==> src/rtl/riscv_div_issue_ctrl.sv <==
// Issue/stall controller between execute and the 64-iteration riscv_divider.
// Optional 1-entry result cache: define RISCV_DIV_RESULT_CACHE_EN.
module riscv_div_issue_ctrl #(
    parameter int XLEN  = 64,
    parameter int TAG_W = 5
) (
    input  logic             i_riscv_div_clk,
    input  logic             i_riscv_div_rst,
    input  logic             i_riscv_divctl_req,
    input  logic [3:0]       i_riscv_divctl_ctrl,
    input  logic [XLEN-1:0]  i_riscv_divctl_rs1,
    input  logic [XLEN-1:0]  i_riscv_divctl_rs2,
    input  logic [TAG_W-1:0] i_riscv_divctl_rd,
    input  logic             i_riscv_divctl_flush,
    output logic             o_riscv_divctl_stall,
    output logic             o_riscv_divctl_done,
    output logic [XLEN-1:0]  o_riscv_divctl_result,
    output logic [TAG_W-1:0] o_riscv_divctl_rd,
    output logic [3:0]       o_riscv_divctl_divctrl,
    output logic [XLEN-1:0]  o_riscv_divctl_rs1data,
    output logic [XLEN-1:0]  o_riscv_divctl_rs2data,
    input  logic [XLEN-1:0]  i_riscv_divctl_div_result,
    input  logic             i_riscv_divctl_div_valid
);

    typedef enum logic [1:0] {IDLE, BUSY, DRAIN} state_t;

    state_t           state_q;
    logic [3:0]       ctrl_q;
    logic [3:0]       divctrl_q;
    logic [XLEN-1:0]  rs1_q;
    logic [XLEN-1:0]  rs2_q;
    logic [XLEN-1:0]  result_q;
    logic [TAG_W-1:0] tag_q;
    logic [TAG_W-1:0] rd_q;
    logic             done_q;

    logic             accept;
    logic             hit;
    logic [XLEN-1:0]  hit_result;

    // done_q keeps the instruction that is retiring this cycle from being re-issued.
    assign accept = (state_q == IDLE) & i_riscv_divctl_req & i_riscv_divctl_ctrl[3]
                  & ~i_riscv_divctl_flush & ~done_q;

`ifdef RISCV_DIV_RESULT_CACHE_EN
    logic [3:0]      cache_ctrl_q;
    logic [XLEN-1:0] cache_rs1_q;
    logic [XLEN-1:0] cache_rs2_q;
    logic [XLEN-1:0] cache_res_q;
    logic            cache_vld_q;

    assign hit = cache_vld_q & (cache_ctrl_q == i_riscv_divctl_ctrl)
               & (cache_rs1_q == i_riscv_divctl_rs1) & (cache_rs2_q == i_riscv_divctl_rs2);
    assign hit_result = cache_res_q;

    always_ff @(posedge i_riscv_div_clk or posedge i_riscv_div_rst) begin
        if (i_riscv_div_rst) begin
            cache_ctrl_q <= '0;
            cache_rs1_q  <= '0;
            cache_rs2_q  <= '0;
            cache_res_q  <= '0;
            cache_vld_q  <= 1'b0;
        end else if ((state_q == BUSY) && i_riscv_divctl_div_valid && !i_riscv_divctl_flush) begin
            cache_ctrl_q <= ctrl_q;
            cache_rs1_q  <= rs1_q;
            cache_rs2_q  <= rs2_q;
            cache_res_q  <= i_riscv_divctl_div_result;
            cache_vld_q  <= 1'b1;
        end
    end
`else
    assign hit        = 1'b0;
    assign hit_result = '0;
`endif

    always_ff @(posedge i_riscv_div_clk or posedge i_riscv_div_rst) begin
        if (i_riscv_div_rst) begin
            state_q   <= IDLE;
            ctrl_q    <= '0;
            divctrl_q <= '0;
            rs1_q     <= '0;
            rs2_q     <= '0;
            result_q  <= '0;
            tag_q     <= '0;
            rd_q      <= '0;
            done_q    <= 1'b0;
        end else begin
            done_q <= 1'b0;
            case (state_q)
                IDLE: begin
                    if (accept && hit) begin
                        done_q   <= 1'b1;
                        result_q <= hit_result;
                        rd_q     <= i_riscv_divctl_rd;
                    end else if (accept) begin
                        ctrl_q    <= i_riscv_divctl_ctrl;
                        divctrl_q <= i_riscv_divctl_ctrl;
                        rs1_q     <= i_riscv_divctl_rs1;
                        rs2_q     <= i_riscv_divctl_rs2;
                        tag_q     <= i_riscv_divctl_rd;
                        state_q   <= BUSY;
                    end
                end
                BUSY: begin
                    // A flush coinciding with div_valid still returns to IDLE: the divider has finished.
                    if (i_riscv_divctl_div_valid) begin
                        divctrl_q <= '0;
                        state_q   <= IDLE;
                        if (!i_riscv_divctl_flush) begin
                            done_q   <= 1'b1;
                            result_q <= i_riscv_divctl_div_result;
                            rd_q     <= tag_q;
                        end
                    end else if (i_riscv_divctl_flush) begin
                        state_q <= DRAIN;
                    end
                end
                DRAIN: begin
                    if (i_riscv_divctl_div_valid) begin
                        divctrl_q <= '0;
                        state_q   <= IDLE;
                    end
                end
                default: state_q <= IDLE;
            endcase
        end
    end

    assign o_riscv_divctl_stall   = accept | (state_q == BUSY)
                                  | ((state_q == DRAIN) & i_riscv_divctl_req);
    assign o_riscv_divctl_done    = done_q;
    assign o_riscv_divctl_result  = result_q;
    assign o_riscv_divctl_rd      = rd_q;
    assign o_riscv_divctl_divctrl = divctrl_q;
    assign o_riscv_divctl_rs1data = rs1_q;
    assign o_riscv_divctl_rs2data = rs2_q;

endmodule

==> config.mk <==
export PLATFORM = sky130hd
export DESIGN_NAME = riscv_div_issue_ctrl
export DESIGN_NICKNAME = d
export VERILOG_FILES = /design/src/rtl/riscv_div_issue_ctrl.sv
export SDC_FILE = /design/constraint.sdc
export NUM_CORES = 1
export LEC_CHECK = 0
export CAP_MARGIN = 20
export CORE_AREA = 4 4 156 158
export CTS_BUF_LIST = sky130_fd_sc_hd__clkbuf_8
export CTS_CLUSTER_DIAMETER = 120
export DETAILED_ROUTE_END_ITERATION = 12
export DIE_AREA = 0 0 160 162
export DONT_BUFFER_PORTS = 1
export REMOVE_ABC_BUFFERS = 1
export SLEW_MARGIN = 20
export SYNTH_ARGS = -nofsm -noshare
export SYNTH_HDL_FRONTEND = slang
export SYNTH_SLANG_ARGS = --single-unit
==> constraint.sdc <==
create_clock -name i_riscv_div_clk -period 22.6 [get_ports i_riscv_div_clk]
set_clock_uncertainty 0.1 [all_clocks]
set_input_delay 4.52 -clock i_riscv_div_clk [delete_from_list [all_inputs] [get_ports i_riscv_div_clk]]
set_output_delay 4.52 -clock i_riscv_div_clk [all_outputs]
set_load 0.01 [all_outputs]
### Word-level counts from Yosys, hierarchy flattened

Cells that the tools add are included.

| storage, ports and cells | value |
|---|---|
| ROM bits | 0 |
| logic and storage cells | 41 |
| memory bits (writable) | 0 |
| memories | 0 |
| latch bits | 0 |
| input bits | 206 |
| output and inout port bits | 203 |
| bits in registers | 209 |

| operators by class | value |
|---|---|
| multiply operators | 0 |
| mux-type cells | 11 |
| shift operators | 0 |
| order comparisons | 0 |
| bitwise gates (word level) | 9 |
| equal/unequal tests | 6 |
| $add $sub $neg | 0 |
| reduce and logical (&&, ||, !) cells | 7 |
| div/mod/pow operators | 0 |

Operator list:

| kind | count |
|---|---|
| AND reduction 3 bit | 3 |
| two-way mux 2 bit | 4 |
| two-way mux 4 bit | 2 |
| case mux 4 bit (2 select lines) | 1 |
| case mux 2 bit (3 select lines) | 1 |
| bitwise AND 1 bit | 5 |
| inequality test 2 bit (second input constant) | 2 |
| two-way mux 1 bit | 3 |
| inequality test 3 bit (second input constant) | 1 |
| equality test 2 x 1 -> 1 bit (second input constant) | 1 |
| equality test 2 bit (second input constant) | 1 |
| logical NOT 2 bit | 1 |
| inequality test 2 x 1 -> 1 bit (second input constant) | 1 |
| inverter 1 bit | 2 |
| bitwise OR 1 bit | 2 |
| AND reduction 2 bit | 1 |
| nonzero test 2 bit | 1 |
| OR reduction 2 bit | 1 |

### Logic depth before layout (Yosys ltp)

| depth | value |
|---|---|
| depth in word-level cells | 7 |
| mapped depth | 8 |
| depth with buffers taken out | 6 |

### Least setup slack after synthesis

Ideal clock, no wire load.

| timing | value |
|---|---|
| path type | input to output |
| from | in i_riscv_divctl_flush |
| to | out o_riscv_divctl_stall |
| data required time | 17980 ps |
| slack | 12547 ps |
| arrival | 5433 ps |
| cell stages on the path | 6 |
| buffers on the path | 3 |
| cells stage by stage | nand4bb_4 -> or2_1 -> buf_6 -> buf_6 -> buf_6 -> nand2_1 |

| on the way | value |
|---|---|
| word-level cells in the longest chain between the ends | 5 |

Ends and longest elaborated chain:

| element | RTL line | source |
|---|---|---|
| start: declaration | 14 | `input logic i_riscv_divctl_flush,` |
| inverter 1 bit (no source line) | -- |  |
| bitwise AND 1 bit (2 in a row) | 44 | `& ~i_riscv_divctl_flush & ~done_q;` |
| bitwise OR 1 bit | 130 | `assign o_riscv_divctl_stall = accept \| (state_q == BUSY)` |
| bitwise OR 1 bit | 131 | `\| ((state_q == DRAIN) & i_riscv_divctl_req);` |
| end: declaration | 15 | `output logic o_riscv_divctl_stall,` |

No other way between the ends.

### Final worst setup path

Same ends and word-level chain as after synthesis.

==> results_dict.tcl <==
set metrics [dict create \
    cp_slowest_cell "or2_4" \
    overflow 0 \
    cts_resized 0 \
    p_per_area_nw_per_um2 154 \
    relSlewSlack_pct 33.8 \
    wl_um 18500 \
    row_count 56 \
    core_area_um2 23100 \
    vias_per_cell 5.00 \
    status "finished clean" \
    synth_cells 471 \
    cts_tree "built" \
    initial_core_util_pct 35.2 \
    ys_seq_area_share_pct 64.3 \
    max_freq_mhz 101 \
    hold_path.startpoint "tag_q[4]" \
    avgSynthCellArea_um2 17.3 \
    total_power_mw 1.40 \
    r2r_start "state_q[1]" \
    final_layout_size_suffix_gt1_share_pct 50.6 \
    finalCriticalPeriod_ns 9.92 \
    final_common_cell "dfrtp_1" \
    grt_pass1_wl_um 27700 \
    cp_cell_sequence "nand4bb_4 -> or2_4 -> nand2_1" \
    fin_crit_sh_pct 43.9 \
    finalSetupViolations 0 \
    setup_tns_ns 0 \
    grt_pass1_vias 4605 \
    h-tree-depth 2 \
    clkSlewWorstSetupHoldPaths_ns 0.05 \
    antenna_left 0 \
    syn_to_final_growth_pct 11.4 \
    n_antenna_cell 0 \
    drv_cap 0 \
    hpwl_um 13500 \
    worstPathRequired_ns 17.98 \
    die_y_um 162 \
    cts-root-buf "clkbuf_8" \
    place_congestion 0.807 \
    clockBufferDepth 3 \
    antenna_found_initial 1 \
    crit_start "i_riscv_divctl_flush" \
    synth_warnings 0 \
    dr.pass1.iters 4 \
    grt_start_max_net_pins 137 \
    clock_latency_ns 0.49 \
    arrival_ns 5.30 \
    io-pin-count 409 \
    nets 701 \
    ir_drop_mv 0.0621 \
    cts_made_buffers 36 \
    mostFrequentLayoutCells "dfrtp_1 (209), mux2_2 (144), mux2_4 (59)" \
    grt_setup_unrepaired "false" \
    ys_types 20 \
    cts.sinks 209 \
    tightest_slew_ns 0.993 \
    slew_violations 0 \
    ys_ff_latch 209 \
    vias 4011 \
    dieArea_um2 25900 \
    drtIter0Drc 165 \
    synth_area_um2 8130 \
    port_buffers 0 \
    path_max_fanout 27 \
    end_kind "primary output" \
    cp-start-kind "primary input" \
    track_usage_pct 13.5 \
    cts_hold_buf 0 \
    post-route-util_pct 39.2 \
    drc_errors 0 \
    post-place-cells 743 \
    finalHoldViolCount 0 \
    wire_per_inst_um 23.1 \
    power_leakage_nw 4.26 \
    crit_path_max_incr_delay_ns 0.41 \
    crit_type "primary input to primary output" \
    postCtsSetupRepairBufs 0 \
    layout.cells.non_filler 802 \
    min_path_type "register to register" \
    die_w_um 160 \
]
## logic make-up after synthesis
group / count (synthesis) / share of synthesized area, %
muxes: 203 / 30.8
adders and majority gates: 4 / 0.616
DFF: 209 / 64.3
and+or+nand+nor: 17 / 1.22
buffers and inverters: 27 / 2.20
AOI/OAI and AO/OA: 11 / 0.816
## path summary, 6_finish.rpt
| path | endpoint | slack [ns] | cells past startpoint |
|---|---|---|---|
| setup / recovery | o_riscv_divctl_stall | 12.68 | 3 |
| hold / removal | o_riscv_divctl_rd[4] | 0.40 | 1 |
| setup reg to reg | o_riscv_divctl_rs2data[61] | 19.74 | 6 |
| hold reg to reg | o_riscv_divctl_rd[4] | 0.40 | 1 |
| max in group asynchronous | o_riscv_divctl_rs1data[17] | 16.90 | 2 |
| min in group asynchronous | o_riscv_divctl_rs2data[21] | 3.96 | 1 |
## sequential cells by signal, summed over array words and instances, names as in the netlist
signal,flops
o_riscv_divctl_rs1data,64
o_riscv_divctl_rs2data,64
o_riscv_divctl_result,64
o_riscv_divctl_done,1
tag_q,5
state_q,2
o_riscv_divctl_divctrl,4
o_riscv_divctl_rd,5
## stage by stage
step | cell area, um^2 | worst slack [ns] | hold WS [ns]
finish | 9060 | 12.68 | 0.401
global route | 9060 | 12.65 | 0.427
CTS | 9060 | 12.68 | 0.405
detailed placement | 8380 | 12.68 | 0.392
global placement | 8380 | 12.70 | 0.381
floorplan | 7970 | 9.19 | 0.375
## critical path, delay by kind of cell
family           cells  cell delay [ns]
and+or+nand+nor      3             0.78
## final cells by class
cell class	count	area, um^2
sequential	209	5230
inverter	5	26.3
fill	2099	14100
multi-input combinational	235	2730
tap	290	363
timing repair buffer	4	30.0
clock inverter	14	60.1
clock buffer	45	619
## Yosys cell counts (all sizes together)
library cell	n	area (um^2)
a21o	1	7.51
nand3	3	15.0
o21a	1	7.51
or2	1	6.26
nor2b	1	6.26
nand4bb	1	27.5
a2111oi	1	8.76
dfrtp	209	5230
buf	22	160
and2	1	6.26
nand2	7	26.3
o21ai	4	20.0
mux2	203	2510
o21bai	1	7.51
a21oi	3	15.0
ha	4	50.1
nor2	3	11.3
inv	5	18.8
## layer usage
layer / routed length (um) / global-route usage [%] / share of wire [%]
met5: 13 / 0 / 0.070
met4: 508 / 5.08 / 2.7
met3: 2020 / 6.39 / 11
met2: 9950 / 24.3 / 54
met1: 6040 / 13.6 / 33
## power breakdown
group	switching (mW)	internal [mW]	total (mW)
clock network	0.140	0.178	0.317
logic	0.0884	0.190	0.279
registers	0.237	0.562	0.800
total	0.465	0.931	1.40
Power figures use the tool's default switching activity.
